<file path="src/rtl/sync_fifo_wl.sv">
// Single-clock FIFO with water level, error pulses, flush, optional output register and FWFT head.
// Read latency 1 (2 with OUT_REG); FWFT shows head 1 edge after write; no backpressure, see full/overflow.
module sync_fifo_wl #(
  parameter int ADDR_WIDTH       = 5,
  parameter int DATA_WIDTH       = 16,
  parameter int OUT_REG          = 0,
  parameter int FWFT             = 0,
  parameter int ALMOST_FULL_NUM  = 26,
  parameter int ALMOST_EMPTY_NUM = 4
) (
  input  logic                  clk,
  input  logic                  rst_n,
  input  logic                  clr,
  input  logic                  wr_en,
  input  logic [DATA_WIDTH-1:0] wr_data,
  output logic                  full,
  output logic                  almost_full,
  output logic                  overflow,
  input  logic                  rd_en,
  output logic [DATA_WIDTH-1:0] rd_data,
  output logic                  empty,
  output logic                  almost_empty,
  output logic                  underflow,
  output logic [ADDR_WIDTH:0]   water_level
);

  localparam int DEPTH = 1 << ADDR_WIDTH;
  localparam int LW    = ADDR_WIDTH + 1;
  localparam logic [ADDR_WIDTH:0] DEPTH_LVL = LW'(DEPTH);
  localparam logic [ADDR_WIDTH:0] AF_LVL    = LW'(ALMOST_FULL_NUM);
  localparam logic [ADDR_WIDTH:0] AE_LVL    = LW'(ALMOST_EMPTY_NUM);
  localparam bit USE_OREG = (OUT_REG != 0) && (FWFT == 0);

  logic [DATA_WIDTH-1:0] mem [DEPTH];
  logic [ADDR_WIDTH-1:0] wr_ptr;
  logic [ADDR_WIDTH-1:0] rd_ptr;
  logic [ADDR_WIDTH:0]   level;
  logic [ADDR_WIDTH:0]   level_nxt;
  logic                  head_vld;
  logic                  head_vld_nxt;
  logic [DATA_WIDTH-1:0] head_q;
  logic                  wr_acc;
  logic                  rd_acc;
  logic                  ram_rd;
  logic                  ram_has_word;
  logic                  empty_nxt;

  always_comb begin
    wr_acc       = wr_en & ~full & ~clr;
    rd_acc       = rd_en & ~empty & ~clr;
    // level counts the FWFT head word too, so RAM holds level minus head_vld words
    ram_has_word = level > LW'(head_vld);
    ram_rd       = 1'b0;
    head_vld_nxt = 1'b0;
    if (FWFT != 0) begin
      ram_rd = ~clr & (~head_vld | rd_acc) & ram_has_word;
      if (clr)
        head_vld_nxt = 1'b0;
      else if (ram_rd)
        head_vld_nxt = 1'b1;
      else if (rd_acc)
        head_vld_nxt = 1'b0;
      else
        head_vld_nxt = head_vld;
    end else begin
      ram_rd = rd_acc;
    end
  end

  always_comb begin
    level_nxt = level;
    if (clr)
      level_nxt = '0;
    else
      level_nxt = level + LW'(wr_acc) - LW'(rd_acc);
    empty_nxt = (FWFT != 0) ? ~head_vld_nxt : (level_nxt == '0);
  end

  always_ff @(posedge clk) begin
    if (wr_acc)
      mem[wr_ptr] <= wr_data;
  end

  always_ff @(posedge clk or negedge rst_n) begin
    if (!rst_n) begin
      wr_ptr       <= '0;
      rd_ptr       <= '0;
      level        <= '0;
      head_vld     <= 1'b0;
      head_q       <= '0;
      full         <= 1'b0;
      almost_full  <= 1'b0;
      empty        <= 1'b1;
      almost_empty <= 1'b1;
      overflow     <= 1'b0;
      underflow    <= 1'b0;
      water_level  <= '0;
    end else begin
      if (clr) begin
        wr_ptr <= '0;
        rd_ptr <= '0;
      end else begin
        if (wr_acc)
          wr_ptr <= wr_ptr + ADDR_WIDTH'(1);
        if (ram_rd)
          rd_ptr <= rd_ptr + ADDR_WIDTH'(1);
      end
      level    <= level_nxt;
      head_vld <= head_vld_nxt;
      if (clr)
        head_q <= '0;
      else if (ram_rd)
        head_q <= mem[rd_ptr];
      full         <= (level_nxt == DEPTH_LVL);
      almost_full  <= (level_nxt >= AF_LVL);
      empty        <= empty_nxt;
      almost_empty <= (level_nxt <= AE_LVL);
      overflow     <= wr_en & full & ~clr;
      underflow    <= rd_en & empty & ~clr;
      water_level  <= level_nxt;
    end
  end

  generate
    if (USE_OREG) begin : g_oreg
      logic [DATA_WIDTH-1:0] out_q;
      always_ff @(posedge clk or negedge rst_n) begin
        if (!rst_n)
          out_q <= '0;
        else if (clr)
          out_q <= '0;
        else
          out_q <= head_q;
      end
      assign rd_data = out_q;
    end else begin : g_direct
      assign rd_data = head_q;
    end
  endgenerate

endmodule

</file>
<file path="config.mk">
export PLATFORM = sky130hd
export DESIGN_NAME = sync_fifo_wl
export DESIGN_NICKNAME = d
export VERILOG_FILES = /design/src/rtl/sync_fifo_wl.sv
export SDC_FILE = /design/constraint.sdc
export NUM_CORES = 1
export LEC_CHECK = 0
export ABC_CLOCK_PERIOD_IN_PS = 6300
export BUFFER_PORTS_ARGS = -buffer_cell sky130_fd_sc_hd__buf_4
export CAP_MARGIN = 20
export CORE_ASPECT_RATIO = 0.9
export CORE_MARGIN = 2
export CORE_UTILIZATION = 45
export CTS_BUF_LIST = sky130_fd_sc_hd__clkbuf_8 sky130_fd_sc_hd__clkbuf_16
export CTS_CLUSTER_SIZE = 20
export DETAILED_ROUTE_END_ITERATION = 7
export GPL_ROUTABILITY_DRIVEN = 0
export PLACE_DENSITY = 0.68
export SYNTH_ARGS = -nofsm -noshare
export SYNTH_HDL_FRONTEND = slang
export SYNTH_SLANG_ARGS = --single-unit
</file>
<file path="constraint.sdc">
create_clock -name clk -period 6.3 [get_ports clk]
set_clock_uncertainty 0.1 [all_clocks]
set_input_delay 0.63 -clock clk [delete_from_list [all_inputs] [get_ports clk]]
set_output_delay 0.63 -clock clk [all_outputs]
set_load 0.1 [all_outputs]
</file>
== Yosys cells after proc, flatten, opt, wreduce, memory -nomap -nowiden ==
Memory sizes are Yosys's and may differ from the RTL's.
Index checks and enable logic that the tools add are counted.

* Flip-flop bits (word level): 38
* Output and inout bits: 28
* Bits of input ports: 21
* Memory bits (writable): 512
* Memories: 1
* Word-level logic and storage cells: 41

{| class="wikitable"
|+ Memories
! memory !! depth !! bits a word !! read ports !! clocked after Yosys merged registers in !! write ports !! line !! text
|-
| mem || 32 || 16 || 1 || 0 || 1 || 34 || <nowiki>logic [DATA_WIDTH-1:0] mem [DEPTH];</nowiki>
|}

* Bitwise logic cells: 11
* Add/subtract/negate cells: 4
* Reductions and logical operators: 3
* Equal/unequal tests: 1
* Multiplexer cells: 9
* Order comparisons: 2

{| class="wikitable"
|+ Operator list
! kind !! number
|-
| $mux W16 || 2
|-
| $mux W5 || 4
|-
| $add A5 B1 Y5 const B || 2
|-
| $and A1 B1 Y1 || 8
|-
| $add A6 B1 Y6 || 1
|-
| $eq A6 B6 Y1 const B || 1
|-
| $ge A6 B5 Y1 const B || 1
|-
| $le A6 B3 Y1 const B || 1
|-
| $logic_not A6 Y1 || 1
|-
| $mux W6 || 1
|-
| $sub A6 B1 Y6 || 1
|-
| $reduce_bool A2 Y1 || 2
|-
| $not A1 Y1 || 3
|-
| $mux W1 || 2
|}

== Longest topological paths before layout ==
Gate-level depths: netlist of run 1.

* Word-level depth: 7
* Gate-level depth with buffers: 14
* Depth with buffers taken out: 12

== Least setup slack after synthesis of run 1 ==
Ideal clock, no wire load.

* Path type: flip-flop to flip-flop
* From: reg empty
* To: reg almost_empty
* Setup time: 101 ps
* Data required time: 6099 ps
* Period minus slack after synthesis: 3430 ps
* Data arrival time: 3229 ps
* Setup slack: 2870 ps
* Cell stages (with the launch flop): 15
* Path through: dfstp_2 -> nor2b_1 -> buf_2 -> nand2b_1 -> inv_1 -> clkbuf_1 -> ha_1 -> inv_1 -> ha_1 -> fa_1 -> a21o_1 -> a21oi_1 -> xor2_1 -> nor2_1 -> nor4b_1

* Longest elaborated chain between the ends: 6

{| class="wikitable"
|+ RTL lines
! item !! line !! text
|-
| from (decl) || 21 || <nowiki>output logic empty,</nowiki>
|-
| from (signal assigned) || 116 || <nowiki>empty <= empty_nxt;</nowiki>
|-
| $not A1 Y1 || 50 || <nowiki>rd_acc = rd_en & ~empty & ~clr;</nowiki>
|-
| $and A1 B1 Y1 (2 in a row) || 50 ||
|-
| $sub A6 B1 Y6 || 75 || <nowiki>level_nxt = level + LW'(wr_acc) - LW'(rd_acc);</nowiki>
|-
| $mux W6 || 72 || <nowiki>if (clr)</nowiki>
|-
| named net level_nxt[4] || 38 || <nowiki>logic [ADDR_WIDTH:0] level_nxt;</nowiki>
|-
| $le A6 B3 Y1 || 117 || <nowiki>almost_empty <= (level_nxt <= AE_LVL);</nowiki>
|-
| to (signal assigned) || 117 ||
|-
| to (decl) || 22 || <nowiki>output logic almost_empty,</nowiki>
|}

The timed path passes the listed nets, and every way through them passes these cells.
A chain may end at the register's enable or synchronous reset.

== Worst setup path after layout of run 1 ==
Same ends and word-level chain as after synthesis.

==> flow_summary.json, run 1 <==
{
  "ir_worst_vdd_uv": 213,
  "area_delta_synth_final_pct": 13.1,
  "synthCells": 1137,
  "worst_pin_slew_ns": 1.02,
  "synthesis.area_um2": 21600,
  "p_total_mw": 8.74,
  "postCtsSetupBuffers": 0,
  "setup_viol": 0,
  "htree_num_levels": 2,
  "min_period_ns": 3.52,
  "grt_pass1_vias": 10700,
  "cts_resized": 0,
  "worstPathRequired_ns": 6.67,
  "mostFrequentLayoutCells": "512 x edfxtp_1, 113 x mux2i_1, 91 x buf_4, 83 x nor2_1, 80 x mux4_2",
  "synth_top_area_cell": "edfxtp_1",
  "firstDrtPassIters": 7,
  "clkPwrFrac_pct": 35.0,
  "slew_headroom_pct": 32.0,
  "row_count": 76,
  "finalCritPeriodShare_pct": 55.9,
  "synth_nets": 1170,
  "grt_util_all_layers_pct": 19.6,
  "crit_type": "flip-flop to flip-flop",
  "synth_top_area_share_pct": 71.2,
  "seq_area_frac_synth_pct": 75.6,
  "dp_hpwl_mm": 27.5,
  "fp.dieH_um": 212,
  "ant_nets": 0,
  "ios": 49,
  "via_per_inst": 5.81,
  "die_w_um": 235,
  "clkLatencyLatePin_ns": 0.56,
  "drc": 0,
  "synth-main-ff-cell": "edfxtp_1",
  "maxCapViolations": 0,
  "end_kind": "flip-flop",
  "post_dp_cell_area_um2": 22700,
  "p_per_area_nw_per_um2": 358,
  "leakagePower_nw": 8.09,
  "num_vias": 11000,
  "cts_buffers": 52,
  "p_comb_share_pct": 16.9,
  "critical_path.max_fanout": 17,
  "synthArstFlopShare_pct": 6.91,
  "final_common_cell": "edfxtp_1",
  "initial_core_util_pct": 45.3,
  "root_buffer": "clkbuf_16",
  "internal-power_mw": 6.40,
  "slew_viol_final": 0,
  "status": "finished clean",
  "ys_ff_latch": 550,
  "clock_tree.buffer_depth": 3,
  "netlist_top_cells_area": "edfxtp_1 71%, mux4_2 8.3%, mux2i_1 5.2%, dfrtp_1 4.2%, nor2_1 1.5%",
  "clock-sinks": 550,
  "cts_tree": "built",
  "syn_area_per_cell_um2": 19.0,
  "cp.arrival_ns": 3.89,
  "grt_overflow": 0,
  "clk_pin_slew_ns": 0.06,
  "grt_pass1_wl_mm": 71.5,
  "drt_iter0_drc": 1177,
  "antenna_found_initial": 0,
  "synth_edf_count": 512,
  "wire_per_inst_um": 25.9,
  "seqPwrFrac_pct": 48.1,
  "fillers": 3756,
  "dieArea_um2": 49700,
  "cts_hold_buf": 1,
  "nets": 1255,
  "fmax_mhz": 284,
  "ys_warn_count": 0,
  "setup_tns_ns": 0,
  "core-area_um2": 47600,
  "io_buffers": 48,
  "totalWireLength_mm": 48.9,
  "layout-drive-gt1-share_pct": 20.3,
  "min_path_type": "primary input to flip-flop",
  "num_antenna_cells": 0,
  "grt_start_max_net_pins": 43,
  "ys_types": 45,
  "final_area_um2": 24400,
  "switchingPower_mw": 2.34,
  "switching_share_pct": 26.8,
  "startpoint_type": "flip-flop",
  "rsz0062_at_grt": "no",
  "hold_viol": 0
}
critical path, cell delays in order, from the launching register on:
cell and delay, ns:
dfstp_2 0.38, nor2b_1 0.46, nand2b_1 0.10, inv_1 0.55
ha_1 0.22, inv_1 0.04, ha_1 0.20, fa_1 0.43
a21o_1 0.17, a21oi_1 0.17, xor2_1 0.20, nor2_1 0.09
nor4b_1 0.30
power by group through the flow:
stage / registers, mW / clock network, mW / logic [mW]
after global placement: 4.28 / 0 / 1.45
after detailed placement: 4.28 / 0 / 1.47
final: 4.21 / 3.06 / 1.47
after CTS: 4.21 / 3.11 / 1.48
after floorplan: 4.52 / 0 / 0.861
after global routing: 4.22 / 3.26 / 1.56
state kept, by name (all words and copies together), names as in the netlist:
register	flops
underflow	1
full	1
almost_empty	1
overflow	1
wr_ptr	5
empty	1
level	6
rd_ptr	5
mem	512
rd_data	16
almost_full	1
final cells by class:
type                    instances  area, um2  area share (%)
clock buffers                  58       1400            5.72
inverters                      11       41.3           0.169
clock inverters                36        282            1.15
multi-input cells             514       4860            19.9
well taps                     624        781            3.20
flip-flops and latches        550      16300            66.9
repair buffers                 93        713            2.92
synthesized netlist by cell type (all sizes together), types with 4 or more instances:
cell       n
clkbuf    21
o22ai     25
nor4       8
o21ai     21
xor2       8
nand2     39
dfrtp     36
buf       41
xnor2      4
mux4      80
nand3b     6
a22o      16
o22a       7
a211o     25
nor3       9
mux2i    113
nor2b      8
a21oi     19
nand4      5
nor2      85
inv       11
edfxtp   512
ha        11
o2111ai    7
metrics by stage:
| stage | hold slack, ns | utilization [%] | worst slack [ns] | instances |
|---|---|---|---|---|
| after CTS | 0.204 | 51.2 | 2.77 | 1886 |
| after global placement | 0.402 | 47.7 | 2.53 | 1791 |
| after floorplan | 0.234 | - | 2.87 | 1137 |
| after global routing | 0.210 | 51.2 | 2.53 | 1886 |
| final | 0.223 | 51.2 | 2.78 | 1886 |
| after detailed placement | 0.404 | 47.7 | 2.40 | 1791 |
worst paths after layout:
| kind | depth (start not counted) | slack, ns | endpoint | from |
|---|---|---|---|---|
| min in group asynchronous | 2 | 0.50 | level[5] | rst_n |
| worst min register to register | 2 | 0.42 | underflow | empty |
| worst min-delay path | 3 | 0.22 | underflow | rd_en |
| max in group asynchronous | 2 | 5.16 | rd_ptr[0] | rst_n |
| worst max-delay path | 12 | 2.78 | almost_empty | empty |
| worst max register to register | 12 | 2.78 | almost_empty | empty |
metal layers:
metal	wire length, um	up-vias	track usage (%)	share of wire, %
met4	1030	0	4.95	2.1
met2	22600	459	30.2	46
met1	21200	5712	29.1	43
met5	0	-	0	0
li1	-	4726	-	-
met3	4080	69	3.72	8.3
kinds of logic after synthesis:
kind of cell	count (synthesis)	share of synthesized area, %
multiplexers	193	13.6
XOR/XNOR	12	0.487
buffers and inverters	73	1.88
adder cells (fa/ha/maj)	12	0.730
AO/OA/AOI/OAI	124	4.03
flip-flops	550	75.6
AND/OR/NAND/NOR	173	3.63
No activity file was read; power rests on OpenSTA's default activity.
==> run 2: changes to the inputs <==
ABC_CLOCK_PERIOD_IN_PS = 3000   (was 6300)
PLACE_DENSITY = 0.7   (was 0.68)
clock period = 3 ns   (was 6.3 ns; I/O delays follow)
==> flow_summary.json, run 2 (synthesized netlist as in run 1, its figures left out) <==
{
  "row_count": 76,
  "crit_type": "flip-flop to flip-flop",
  "min_path_cells": 1,
  "area_delta_synth_final_pct": 14.9,
  "clock-sinks": 550,
  "slew_headroom_pct": 32.3,
  "fmax_mhz": 363,
  "num_vias": 11000,
  "fillers": 3729,
  "path_buf_inv": 2,
  "grtUsageMet2_pct": 31.5,
  "crit_family": "adder cells",
  "grt_util_met3_pct": 4.38,
  "htree_num_levels": 2,
  "holdPathEnd": "mem[10][8]",
  "dp_cells": 1814,
  "initial_core_util_pct": 45.3,
  "layout-drive-gt1-share_pct": 22.4,
  "hold_start": "wr_data[8]",
  "setup_viol": 0,
  "ant_nets": 0,
  "totalWireLength_mm": 48.8,
  "min_period_ns": 2.76,
  "nets": 1283,
  "maxCapViolations": 0,
  "layoutNonFillerInstCount": 1918,
  "path_cells": "nor2b_1 -> nand2b_1 -> inv_2 -> ha_4 -> inv_2 -> ha_4 -> fa_2 -> a21o_1 -> a21oi_2 -> xor2_1 -> nor2_1 -> nor4b_1",
  "ir_worst_vdd_uv": 435,
  "die_w_um": 235,
  "rsz0062_at_grt": "no",
  "regMostFlops": "mem",
  "postCtsSetupBuffers": 0,
  "reg2reg_from": "empty",
  "clkLatencyLatePin_ns": 0.61,
  "min_path_type": "primary input to flip-flop",
  "met1_usage_pct": 27.6,
  "num_antenna_cells": 0,
  "hold_viol": 0,
  "antenna_found_initial": 0,
  "ios": 49,
  "final_common_cell": "edfxtp_1",
  "grt_start_max_net_pins": 39,
  "end_kind": "flip-flop",
  "grt_overflow": 0,
  "root_buffer": "clkbuf_16",
  "worst-r2r-setup-slack_ns": 0.24,
  "slew_viol_final": 0,
  "dp_hpwl_mm": 28.8,
  "via_per_inst": 5.74,
  "core-area_um2": 47600,
  "finalCritPeriodShare_pct": 91.8,
  "status": "finished clean",
  "cp.arrival_ns": 3.14,
  "p_per_area_nw_per_um2": 760,
  "top_usage_layer": "met2",
  "cts_buffers": 54,
  "drt_iter0_drc": 1133,
  "worst_pin_slew_ns": 1.02,
  "r2r_cells": 12,
  "cp.depth": 12,
  "p_total_mw": 18.9,
  "drc": 0,
  "mostFrequentLayoutCells": "512 x edfxtp_1, 113 x mux2i_1, 109 x buf_4, 84 x nor2_1, 80 x mux4_2",
  "largest_reg_flops": 512,
  "leakagePower_nw": 8.26,
  "grt_pass1_vias": 11100,
  "wire_per_inst_um": 25.5,
  "timing.rr.end": "almost_empty",
  "clk_pin_slew_ns": 0.06,
  "fp.dieH_um": 212,
  "clock_tree.buffer_depth": 3,
  "io_buffers": 48,
  "grt_pass1_wl_mm": 72.7,
  "dieArea_um2": 49700,
  "critical_path.max_fanout": 3,
  "slowest_delay_ns": 0.62,
  "cts_tree": "built",
  "worstPathRequired_ns": 3.39,
  "grt_util_all_layers_pct": 19.9,
  "startpoint_type": "flip-flop",
  "cp_slowest_cell": "dfstp_4",
  "firstDrtPassIters": 4
}
-- run 2: cell types whose count changed in the layout (fill, tap and decap cells not counted), moves of 3 or more --
cell | previous run | this run
clkbuf_8 | 5 | 2
clkinv_1 | 5 | 12
buf_4 | 91 | 109
buf_12 | 1 | 6
inv_1 | 28 | 18
dlygate4sd3_1 | 1 | 4
clkinv_2 | 8 | 12
-- run 2: per-layer routing --
| layer | up-vias | routed length (um) |
|---|---|---|
| met2 | 410 | 23100 |
| met1 | 5737 | 20800 |
| met4 | 0 | 1290 |
| li1 | 4794 | - |
| met3 | 74 | 3630 |
| met5 | - | 0 |
-- run 2: area by class of cell --
cell class	count	area (um2)	share of cell area, %
multi-input combinational	514	4890	19.7
timing repair buffer	119	978	3.94
sequential	550	16300	65.9
tap	624	781	3.15
inverter	11	41.3	0.166
clock inverter	43	374	1.51
clock buffer	57	1400	5.66
-- run 2: worst register-to-register path, cell delays in order (launching register included) --
cell      delay (ns)
dfstp_4         0.62
nor2b_1         0.06
nand2b_1        0.08
inv_2           0.05
ha_4            0.25
inv_2           0.04
ha_4            0.15
fa_2            0.35
a21o_1          0.20
a21oi_2         0.13
xor2_1          0.19
nor2_1          0.10
nor4b_1         0.31
-- run 2: through the flow --
step	setup WS (ns)	utilization, %	instance area, um2	TNS, ns	hold WS [ns]
after floorplan	-0.0957	-	21600	-0.161	-0.0956
after global placement	0.372	48.3	23000	0	0.227
after detailed placement	0.265	48.3	23000	0	0.232
after CTS	0.237	52.1	24800	0	0.0188
after global routing	0.0871	52.1	24800	0	0.0339
final	0.245	52.1	24800	0	0.0311
-- run 2: report_power, final --
part	switching, mW	leakage [nW]	total (mW)	internal [mW]
combinational	2.09	2.24	3.35	1.26
sequential	0.182	5.11	8.74	8.56
clock	2.81	0.914	6.77	3.96
-- run 2: worst max path at each step --
stage	from	end	slack (ns)
after floorplan	empty	almost_full	-0.1
final	empty	almost_empty	0.24
after global routing	empty	almost_empty	0.09
after CTS	empty	almost_empty	0.24
after detailed placement	empty	almost_empty	0.27
after global placement	empty	almost_full	0.37
-- run 2: repair_timing --
item / CTS / global route
hold buffers: 4 / 0
resized for setup: 0 / 0
endpoints found under the setup margin: 0 / 0
hold endpoints to repair: 40 / 0
